**src/rtl/pe_seq_pkg.sv**
```systemverilog
// Shared types and width helpers for the pe_array sequencer.
package pe_seq_pkg;

  // Counter/address width for a range of n values; never narrower than 1 bit.
  function automatic int cnt_w(input int n);
    return (n > 1) ? $clog2(n) : 1;
  endfunction

  typedef enum logic [2:0] {
    IDLE  = 3'd0,
    RUN   = 3'd1,
    FLUSH = 3'd2,
    CLEAR = 3'd3,
    WRITE = 3'd4,
    DONE  = 3'd5
  } pe_state_e;

  localparam int DEF_MAC_NUM    = 10;
  localparam int DEF_IA_H       = 100;
  localparam int DEF_IA_W       = 150;
  localparam int DEF_OA_W       = 16;
  localparam int DEF_RESULT_LAT = 2;

  localparam int DEF_BLK_W  = cnt_w(DEF_IA_H / DEF_MAC_NUM);
  localparam int DEF_COL_W  = cnt_w(DEF_IA_W);
  localparam int DEF_OCOL_W = cnt_w(DEF_OA_W);
  localparam int DEF_LAT_W  = cnt_w(DEF_RESULT_LAT);

endpackage

```
**src/rtl/pe_array_seq_ctrl_counter.sv**
```systemverilog
// Three-level loop counter: reduction index i (inner), row block j, output
// column m (outer). inc_inner steps i; inc_tile resets i and steps j/m.
module pe_loop_counter
  import pe_seq_pkg::*;
#(
  parameter int N_I = DEF_IA_W,
  parameter int N_J = DEF_IA_H / DEF_MAC_NUM,
  parameter int N_M = DEF_OA_W,
  localparam int IW = cnt_w(N_I),
  localparam int JW = cnt_w(N_J),
  localparam int MW = cnt_w(N_M)
) (
  input  logic          clk,
  input  logic          reset,
  input  logic          clr,
  input  logic          inc_inner,
  input  logic          inc_tile,
  output logic [IW-1:0] i,
  output logic [JW-1:0] j,
  output logic [MW-1:0] m,
  output logic          last_i,
  output logic          last_tile
);

  logic last_j;
  logic last_m;

  assign last_i    = (i == IW'(N_I - 1));
  assign last_j    = (j == JW'(N_J - 1));
  assign last_m    = (m == MW'(N_M - 1));
  assign last_tile = last_j & last_m;

  // Tile advance has priority over the inner step; both wrap to zero.
  always_ff @(posedge clk) begin
    if (reset || clr) begin
      i <= '0;
      j <= '0;
      m <= '0;
    end else if (inc_tile) begin
      i <= '0;
      if (last_j) begin
        j <= '0;
        m <= last_m ? '0 : m + 1'b1;
      end else begin
        j <= j + 1'b1;
      end
    end else if (inc_inner) begin
      i <= last_i ? '0 : i + 1'b1;
    end
  end

endmodule

```
**src/rtl/pe_array_seq_ctrl.sv**
```systemverilog
// Sequencer for the pe_array compute port: streams operands tile by tile,
// clears accumulators between tiles and writes each tile result out.
// Write handshake: a write transfers on a cycle where oa_wr_valid and
// oa_wr_ready are both high; once raised, oa_wr_valid, address and data stay
// constant until that cycle, and ready may toggle freely.
module pe_array_seq_ctrl
  import pe_seq_pkg::*;
#(
  parameter int MAC_NUM    = DEF_MAC_NUM,
  parameter int BW_ACT     = 8,
  parameter int BW_WET     = 8,
  parameter int IA_H       = DEF_IA_H,
  parameter int IA_W       = DEF_IA_W,
  parameter int OA_W       = DEF_OA_W,
  parameter int RESULT_LAT = DEF_RESULT_LAT,
  localparam int BLK_W  = cnt_w(IA_H / MAC_NUM),
  localparam int COL_W  = cnt_w(IA_W),
  localparam int OCOL_W = cnt_w(OA_W),
  localparam int LAT_W  = cnt_w(RESULT_LAT),
  localparam int DW     = MAC_NUM * BW_ACT
) (
  input  logic              clk,
  input  logic              reset,
  input  logic              start,
  input  logic [7:0]        shift_num,
  output logic              busy,
  output logic              done,
  output logic              act_rd_en,
  output logic [BLK_W-1:0]  act_rd_blk,
  output logic [COL_W-1:0]  act_rd_col,
  input  logic [DW-1:0]     act_rd_data,
  output logic              wet_rd_en,
  output logic [COL_W-1:0]  wet_rd_row,
  output logic [OCOL_W-1:0] wet_rd_col,
  input  logic [BW_WET-1:0] wet_rd_data,
  output logic              PE_mac_enable,
  output logic              PE_clear_acc,
  output logic [DW-1:0]     PE_act_in,
  output logic [BW_WET-1:0] PE_wet_in,
  output logic [7:0]        PE_res_shift_num,
  input  logic [DW-1:0]     PE_result_in,
  output logic              oa_wr_valid,
  input  logic              oa_wr_ready,
  output logic [BLK_W-1:0]  oa_wr_blk,
  output logic [OCOL_W-1:0] oa_wr_col,
  output logic [DW-1:0]     oa_wr_data,
  output pe_state_e         fsm_state
);

  if (IA_H % MAC_NUM != 0) begin : g_bad_ia_h
    $error("IA_H must be a multiple of MAC_NUM");
  end

  pe_state_e         state_q, state_d;
  logic [7:0]        shift_q;
  logic              mac_en_q;
  logic [LAT_W-1:0]  lat_q;
  logic              rd_en, inc_inner, inc_tile, cnt_clr;
  logic              clear, wr_valid, busy_c, done_c;
  logic [COL_W-1:0]  cnt_i;
  logic [BLK_W-1:0]  cnt_j;
  logic [OCOL_W-1:0] cnt_m;
  logic              last_i, last_tile;

  pe_loop_counter #(
    .N_I (IA_W),
    .N_J (IA_H / MAC_NUM),
    .N_M (OA_W)
  ) u_cnt (
    .clk       (clk),
    .reset     (reset),
    .clr       (cnt_clr),
    .inc_inner (inc_inner),
    .inc_tile  (inc_tile),
    .i         (cnt_i),
    .j         (cnt_j),
    .m         (cnt_m),
    .last_i    (last_i),
    .last_tile (last_tile)
  );

  // State register, latched shift, operand-valid pipeline and clear-phase timer.
  always_ff @(posedge clk) begin
    if (reset) begin
      state_q  <= IDLE;
      shift_q  <= '0;
      mac_en_q <= 1'b0;
      lat_q    <= '0;
    end else begin
      state_q  <= state_d;
      mac_en_q <= rd_en;
      if (state_q == IDLE && start) shift_q <= shift_num;
      lat_q    <= (state_q == CLEAR) ? lat_q + 1'b1 : '0;
    end
  end

  // Next-state and per-state controls.
  always_comb begin
    state_d   = state_q;
    rd_en     = 1'b0;
    inc_inner = 1'b0;
    inc_tile  = 1'b0;
    cnt_clr   = 1'b0;
    clear     = 1'b0;
    wr_valid  = 1'b0;
    busy_c    = 1'b0;
    done_c    = 1'b0;
    case (state_q)
      IDLE: begin
        if (start) begin
          state_d = RUN;
          cnt_clr = 1'b1;
        end
      end
      RUN: begin
        busy_c    = 1'b1;
        rd_en     = 1'b1;
        inc_inner = 1'b1;
        if (last_i) state_d = FLUSH;
      end
      FLUSH: begin
        busy_c  = 1'b1;
        state_d = CLEAR;
      end
      CLEAR: begin
        busy_c = 1'b1;
        clear  = 1'b1;
        if (lat_q == LAT_W'(RESULT_LAT - 1)) state_d = WRITE;
      end
      WRITE: begin
        busy_c   = 1'b1;
        clear    = 1'b1;
        wr_valid = 1'b1;
        if (oa_wr_ready) begin
          inc_tile = 1'b1;
          state_d  = last_tile ? DONE : RUN;
        end
      end
      DONE: begin
        done_c  = 1'b1;
        state_d = IDLE;
      end
      default: state_d = IDLE;
    endcase
  end

  assign busy             = busy_c;
  assign done             = done_c;
  assign act_rd_en        = rd_en;
  assign act_rd_blk       = rd_en ? cnt_j : '0;
  assign act_rd_col       = rd_en ? cnt_i : '0;
  assign wet_rd_en        = rd_en;
  assign wet_rd_row       = rd_en ? cnt_i : '0;
  assign wet_rd_col       = rd_en ? cnt_m : '0;
  assign PE_mac_enable    = mac_en_q;
  assign PE_clear_acc     = clear;
  assign PE_act_in        = mac_en_q ? act_rd_data : '0;
  assign PE_wet_in        = mac_en_q ? wet_rd_data : '0;
  assign PE_res_shift_num = shift_q;
  assign oa_wr_valid      = wr_valid;
  assign oa_wr_blk        = wr_valid ? cnt_j : '0;
  assign oa_wr_col        = wr_valid ? cnt_m : '0;
  assign oa_wr_data       = wr_valid ? PE_result_in : '0;
  assign fsm_state        = state_q;

endmodule

```
**config.mk**
```make
export PLATFORM = sky130hd
export DESIGN_NAME = pe_array_seq_ctrl
export DESIGN_NICKNAME = d
export VERILOG_FILES = /design/src/rtl/pe_seq_pkg.sv /design/src/rtl/pe_array_seq_ctrl_counter.sv /design/src/rtl/pe_array_seq_ctrl.sv
export SDC_FILE = /design/constraint.sdc
export NUM_CORES = 1
export LEC_CHECK = 0
export BUFFER_PORTS_ARGS = -buffer_cell sky130_fd_sc_hd__buf_2
export CAP_MARGIN = 20
export CORE_AREA = 3 3 155 157
export CTS_CLUSTER_SIZE = 16
export DETAILED_ROUTE_END_ITERATION = 10
export DIE_AREA = 0 0 158 160
export PLACE_DENSITY_LB_ADDON = 0.1
export SETUP_SLACK_MARGIN = 0.15
export SLEW_MARGIN = 25
export SYNTH_ARGS = -nofsm -noshare
export SYNTH_HDL_FRONTEND = slang
export SYNTH_SLANG_ARGS = --single-unit
export TNS_END_PERCENT = 50
```
**constraint.sdc**
```tcl
create_clock -name clk -period 1.7 [get_ports clk]
set_input_delay 0.17 -clock clk [delete_from_list [all_inputs] [get_ports clk]]
set_output_delay 0.17 -clock clk [all_outputs]
set_load 0.02 [all_outputs]
```
==> results <==
- The detailed-route vias per instance is 3.793.
- The type of the worst setup path is reg2out.
- From left edge to right edge, the die measures 158 microns.
- Of the total synthesized cell area, the portion taken by full adders, half adders and majority gates is 0.01371.
- The number of placed instances, taps included, is 1045.
- The area share of the largest cell type after synthesis is 0.4319.
- The clock edge transition at the registers on the reported setup and hold paths is 0.05 ns.
- In this run, synthesis produced a sequential element count of 29.
- For this run, the total global-route usage over all layers was measured as 0.1393.
- The buffer type at the clock tree root is sky130_fd_sc_hd__clkbuf_16.
- The arrival time at the worst endpoint is 1.62 ns.
- The number of non-filler instances in the completed layout is 1066.
- For this block, wires on met1 add up to 6.432 mm.
- The floorplan step defined a die boundary enclosing 0.02528 sq mm.
- In this design, the largest share of critical-path delay is due to simple AND/OR/NAND/NOR gates.
- The count of endpoints failing hold in the final timing report was 0.
- The checks that failed: setup timing.
- The number of H-tree levels is 2.
- For this run, the detailed router's first-pass iteration total came to 7.
- The end of the worst register-to-register path is fsm_state[1].
- Setup violations remaining at the end of the flow were counted as 92.
- The minimum clock period is 1.790 ns.
- The leakage power of the design is 3.399 nW.
- The maximum clock insertion buffer count is 2.
- The number of instances in the synthesized netlist is 379.
- The detailed-routed wire length on met2 is 11.06 mm.
- The highest layer used for signal routing is met4.
- The basic-gate share of the synthesized area counting and, or, nand and nor cells is 0.5873.
- The commonest register cell after synthesis is sky130_fd_sc_hd__dfxtp_1.
- The proportion of synthesized area in mux cells is 0.01143.
- The maximum clock frequency is 0.5588 GHz.
- The total buffers and inverters traversed by the critical path is 3.
- The clock skew is 0.007469 ns.
- Of all flip-flops after synthesis, the portion carrying an async set or reset was 0.
- The count of input and output buffers is 397.
- For flop-to-flop paths, the worst setup slack is 0 ns.
- For this design the ratio of total power to cell area is 675.0 mW/mm^2.
- The total met3 wirelength after detailed routing is 1.284 mm.
- Setup repair after global routing could not meet its margin everywhere.
- The relative area change from synthesis to final layout is 129.0%.
- The pin slew with the least headroom to its limit is 0.3457 ns.
- The clock tree from TritonCTS is built.
- The total cell area at the placement stage is 0.005234 sq mm.
- During I/O placement, the number of pins put on the boundary was 398.
- The final antenna-violating net count is 0.
- In this run the vertical extent of the chip is 160 microns.
- The number of clock buffers inserted by TritonCTS is 5.
- The logic depth of the worst register-to-register path is 6.
- When the netlist entered floorplanning its net count stood at 562.
- The tightest min-delay check is of the in2reg type.
- The final worst-path cycle share is 1.053.
- The wire length of the first global-routing pass is 26.16 mm.
- The number of synthesized flops with an enable pin is 0.
- The initial core utilization is 0.1209.
- The worst hold path startpoint is shift_num[3].
- The DRC violation count after routing is 0.
- The synthesized cell area is 0.002738 sq mm.
- During synthesis, Yosys emitted a total of 0 warnings.
- The highest cell delay on the worst timing path is 0.43 ns.
- The worst hold path passes through 3 cells.
- In the final design database the tool counted 958 nets.
- The number of antenna violations at the first check in global routing is 8.
- The complex-gate fraction of the synthesized area is 0.06718.
- Across the VDD grid, the largest voltage drop is 440.8 uV.
- The number of global-route vias before repair is 3893.
- Adding up every negative setup slack in the final design gives -4.489 ns.
- The residual overflow from global routing is 0.
- The number of pins with negative max-slew slack in the final report came to 0.
- For this block, the initial DRC count from the detailed router was 173.
- The final route contains 4043 vias.
- Across all setup checks in the final design, the least slack found is -0.08961 ns.
- The clock latency reported for the late side of the worst-skew pair is 0.28 ns.
- For the worst setup path, the data required time is 1.53 ns.
- The maximum fanout encountered on the critical timing path is 28.
- Summing all non-filler instances in the final layout gives an area of 0.006270 sq mm.
- The number of fillers in the final layout is 2527.
- Hold repair after CTS inserted 0 buffers.
- Of the total synthesized cell area, the portion taken by XOR and XNOR cells is 0.03519.
- Of the cells placed in the final design, the portion with a size suffix greater than 1 is 0.6997.
- By area the synthesized netlist is led by sky130_fd_sc_hd__and2_1, sky130_fd_sc_hd__dfxtp_1, sky130_fd_sc_hd__nand2_1.
- The startpoint identified for the worst register-to-register timing path is fsm_state[0].
- The relative slew slack is 0.7692.
- The clock drives 29 sinks.
- The largest total area in the synthesized netlist belongs to sky130_fd_sc_hd__and2_1.
- The last weighted congestion value of the routability-driven placer is 0.9378.
- The worst setup path is captured at an output pin.
- The kind of start point of the critical path is a flop.
- The detailed placer's ending HPWL is 16.13 mm.
- The flow ran to the end, but the final reports show violations.
- The mean cell area of the mapped netlist is 7.223 sq um.
- The maximum number of pins on one net before global-route repair is 90.
- The placeable core area is 0.02264 sq mm.
- After floorplanning, the core was divided into 55 placement rows.
- The detailed-route wire length per cell is 18.15 microns.
- Walking the worst path, the cells encountered are or3b_4 -> clkinv_8 -> buf_12 -> and2_1 -> buf_6.
- The number of maximum-capacitance violations is 0.
- After synthesis, the netlist uses 44 different library cells.
- The main combinational cell family by area after synthesis is simple AND/OR/NAND/NOR gates.
- For this run, the share of the core covered by cells in the final layout is 0.2769.
- The cell with the biggest individual delay on the critical path is sky130_fd_sc_hd__or3b_4.
- The total wirelength of the detailed-routed design is 19.35 mm.
- Of the synthesized area, sequential elements account for 0.2121.
- The destination of the worst hold path is PE_res_shift_num[3].
[per-layer routing]
metal  up-vias  global-route usage
li1       1986                   -
met1      1834              0.1376
met3        31             0.02249
met2       192              0.2837
met4         0             0.04889
met5         -                   0
[placed cells by master (no fill, tap or decap), types with 3 or more instances in the layout]
cell type | Yosys | layout
sky130_fd_sc_hd__and3_1 | 3 | 3
sky130_fd_sc_hd__xor2_1 | 7 | 7
sky130_fd_sc_hd__and2_2 | 0 | 29
sky130_fd_sc_hd__ha_1 | 3 | 3
sky130_fd_sc_hd__clkbuf_16 | 0 | 6
sky130_fd_sc_hd__nor2b_1 | 4 | 4
sky130_fd_sc_hd__diode_2 | 0 | 5
sky130_fd_sc_hd__dfxtp_1 | 29 | 25
sky130_fd_sc_hd__and2_4 | 0 | 56
sky130_fd_sc_hd__nor2_1 | 18 | 16
sky130_fd_sc_hd__and2_1 | 189 | 104
sky130_fd_sc_hd__buf_4 | 10 | 29
sky130_fd_sc_hd__buf_6 | 0 | 99
sky130_fd_sc_hd__buf_12 | 0 | 3
sky130_fd_sc_hd__buf_2 | 7 | 288
sky130_fd_sc_hd__nand2_1 | 25 | 24
sky130_fd_sc_hd__nand4_1 | 7 | 7
sky130_fd_sc_hd__a21oi_1 | 14 | 12
sky130_fd_sc_hd__xnor2_1 | 4 | 4
[power breakdown]
group | total, mW | internal (mW) | switching, mW | leakage [nW]
Sequential | 0.806 | 0.762 | 0.0442 | 0.238
Combinational | 2.36 | 0.909 | 1.45 | 3.07
Clock | 1.06 | 0.731 | 0.331 | 0.0874
[cell usage after synthesis, types with 3 or more instances]
cell type	count
sky130_fd_sc_hd__nor2b_1	4
sky130_fd_sc_hd__buf_2	7
sky130_fd_sc_hd__inv_1	3
sky130_fd_sc_hd__nand2_1	25
sky130_fd_sc_hd__and2_1	189
sky130_fd_sc_hd__clkbuf_1	19
sky130_fd_sc_hd__xnor2_1	4
sky130_fd_sc_hd__nor2_1	18
sky130_fd_sc_hd__a21oi_1	14
sky130_fd_sc_hd__dfxtp_1	29
sky130_fd_sc_hd__and3_1	3
sky130_fd_sc_hd__ha_1	3
sky130_fd_sc_hd__nand4_1	7
sky130_fd_sc_hd__xor2_1	7
sky130_fd_sc_hd__buf_4	10
[flip-flops by register name, summed over array words and instances (netlist names)]
signal and count:
PE_mac_enable 1, PE_res_shift_num 8, fsm_state 3, lat_q 1, u_cnt.i 8, u_cnt.j 4
u_cnt.m 4
[through the flow]
step	power [mW]	hold WS, ns	setup slack [ns]
after CTS	4.314	0.1155	-0.1449
after detailed placement	3.076	0.4205	0.03740
after floorplan	2.187	0.2391	0.1136
after global routing	4.522	0.1250	-0.1423
after global placement	3.117	0.4168	0.02692
final	4.232	0.1280	-0.08961
[cell families after synthesis]
family / count (synthesis)
simple gates: 266
flops: 29
xor+xnor: 11
fa+ha+maj: 3
mux: 3
compound gates: 26
buf+inv: 41
[worst max-delay path by stage]
| stage | startpoint | to | cells past startpoint |
|---|---|---|---|
| finish | fsm_state[0] | oa_wr_col[0] | 5 |
| global route | fsm_state[0] | oa_wr_data[60] | 5 |
| CTS | fsm_state[0] | oa_wr_data[49] | 5 |
| detailed placement | fsm_state[2] | oa_wr_data[49] | 5 |
| global placement | fsm_state[2] | oa_wr_data[49] | 5 |
| floorplan | fsm_state[1] | wet_rd_row[1] | 4 |
[cell type report]
| class | instances | area (sq um) | share of cell area |
|---|---|---|---|
| inverters | 5 | 43.79 | 0.006985 |
| clock buffers | 6 | 138.9 | 0.02215 |
| flip-flops and latches | 29 | 590.6 | 0.09419 |
| multi-input cells | 309 | 2172 | 0.3464 |
| well taps | 285 | 356.6 | 0.05687 |
| repair inverters | 2 | 17.52 | 0.002794 |
| diodes | 5 | 12.51 | 0.001996 |
| clock inverters | 2 | 36.28 | 0.005787 |
| repair buffers | 423 | 2902 | 0.4628 |
[tightest hold or removal path, cell delays in order]
cell,delay (ns)
sky130_fd_sc_hd__buf_2,0.10
sky130_fd_sc_hd__nand2_1,0.04
sky130_fd_sc_hd__a21oi_1,0.05
[repair_timing]
action / in CTS / in global routing
pin swaps: 19 / 15
setup endpoints to repair: 120 / 131
resized for setup: 209 / 39
buffers inserted: 3 / 1
endpoints found under the hold margin: 0 / 0
cloned: 3 / 1
Note: power is estimated with default switching activity, not from simulation.
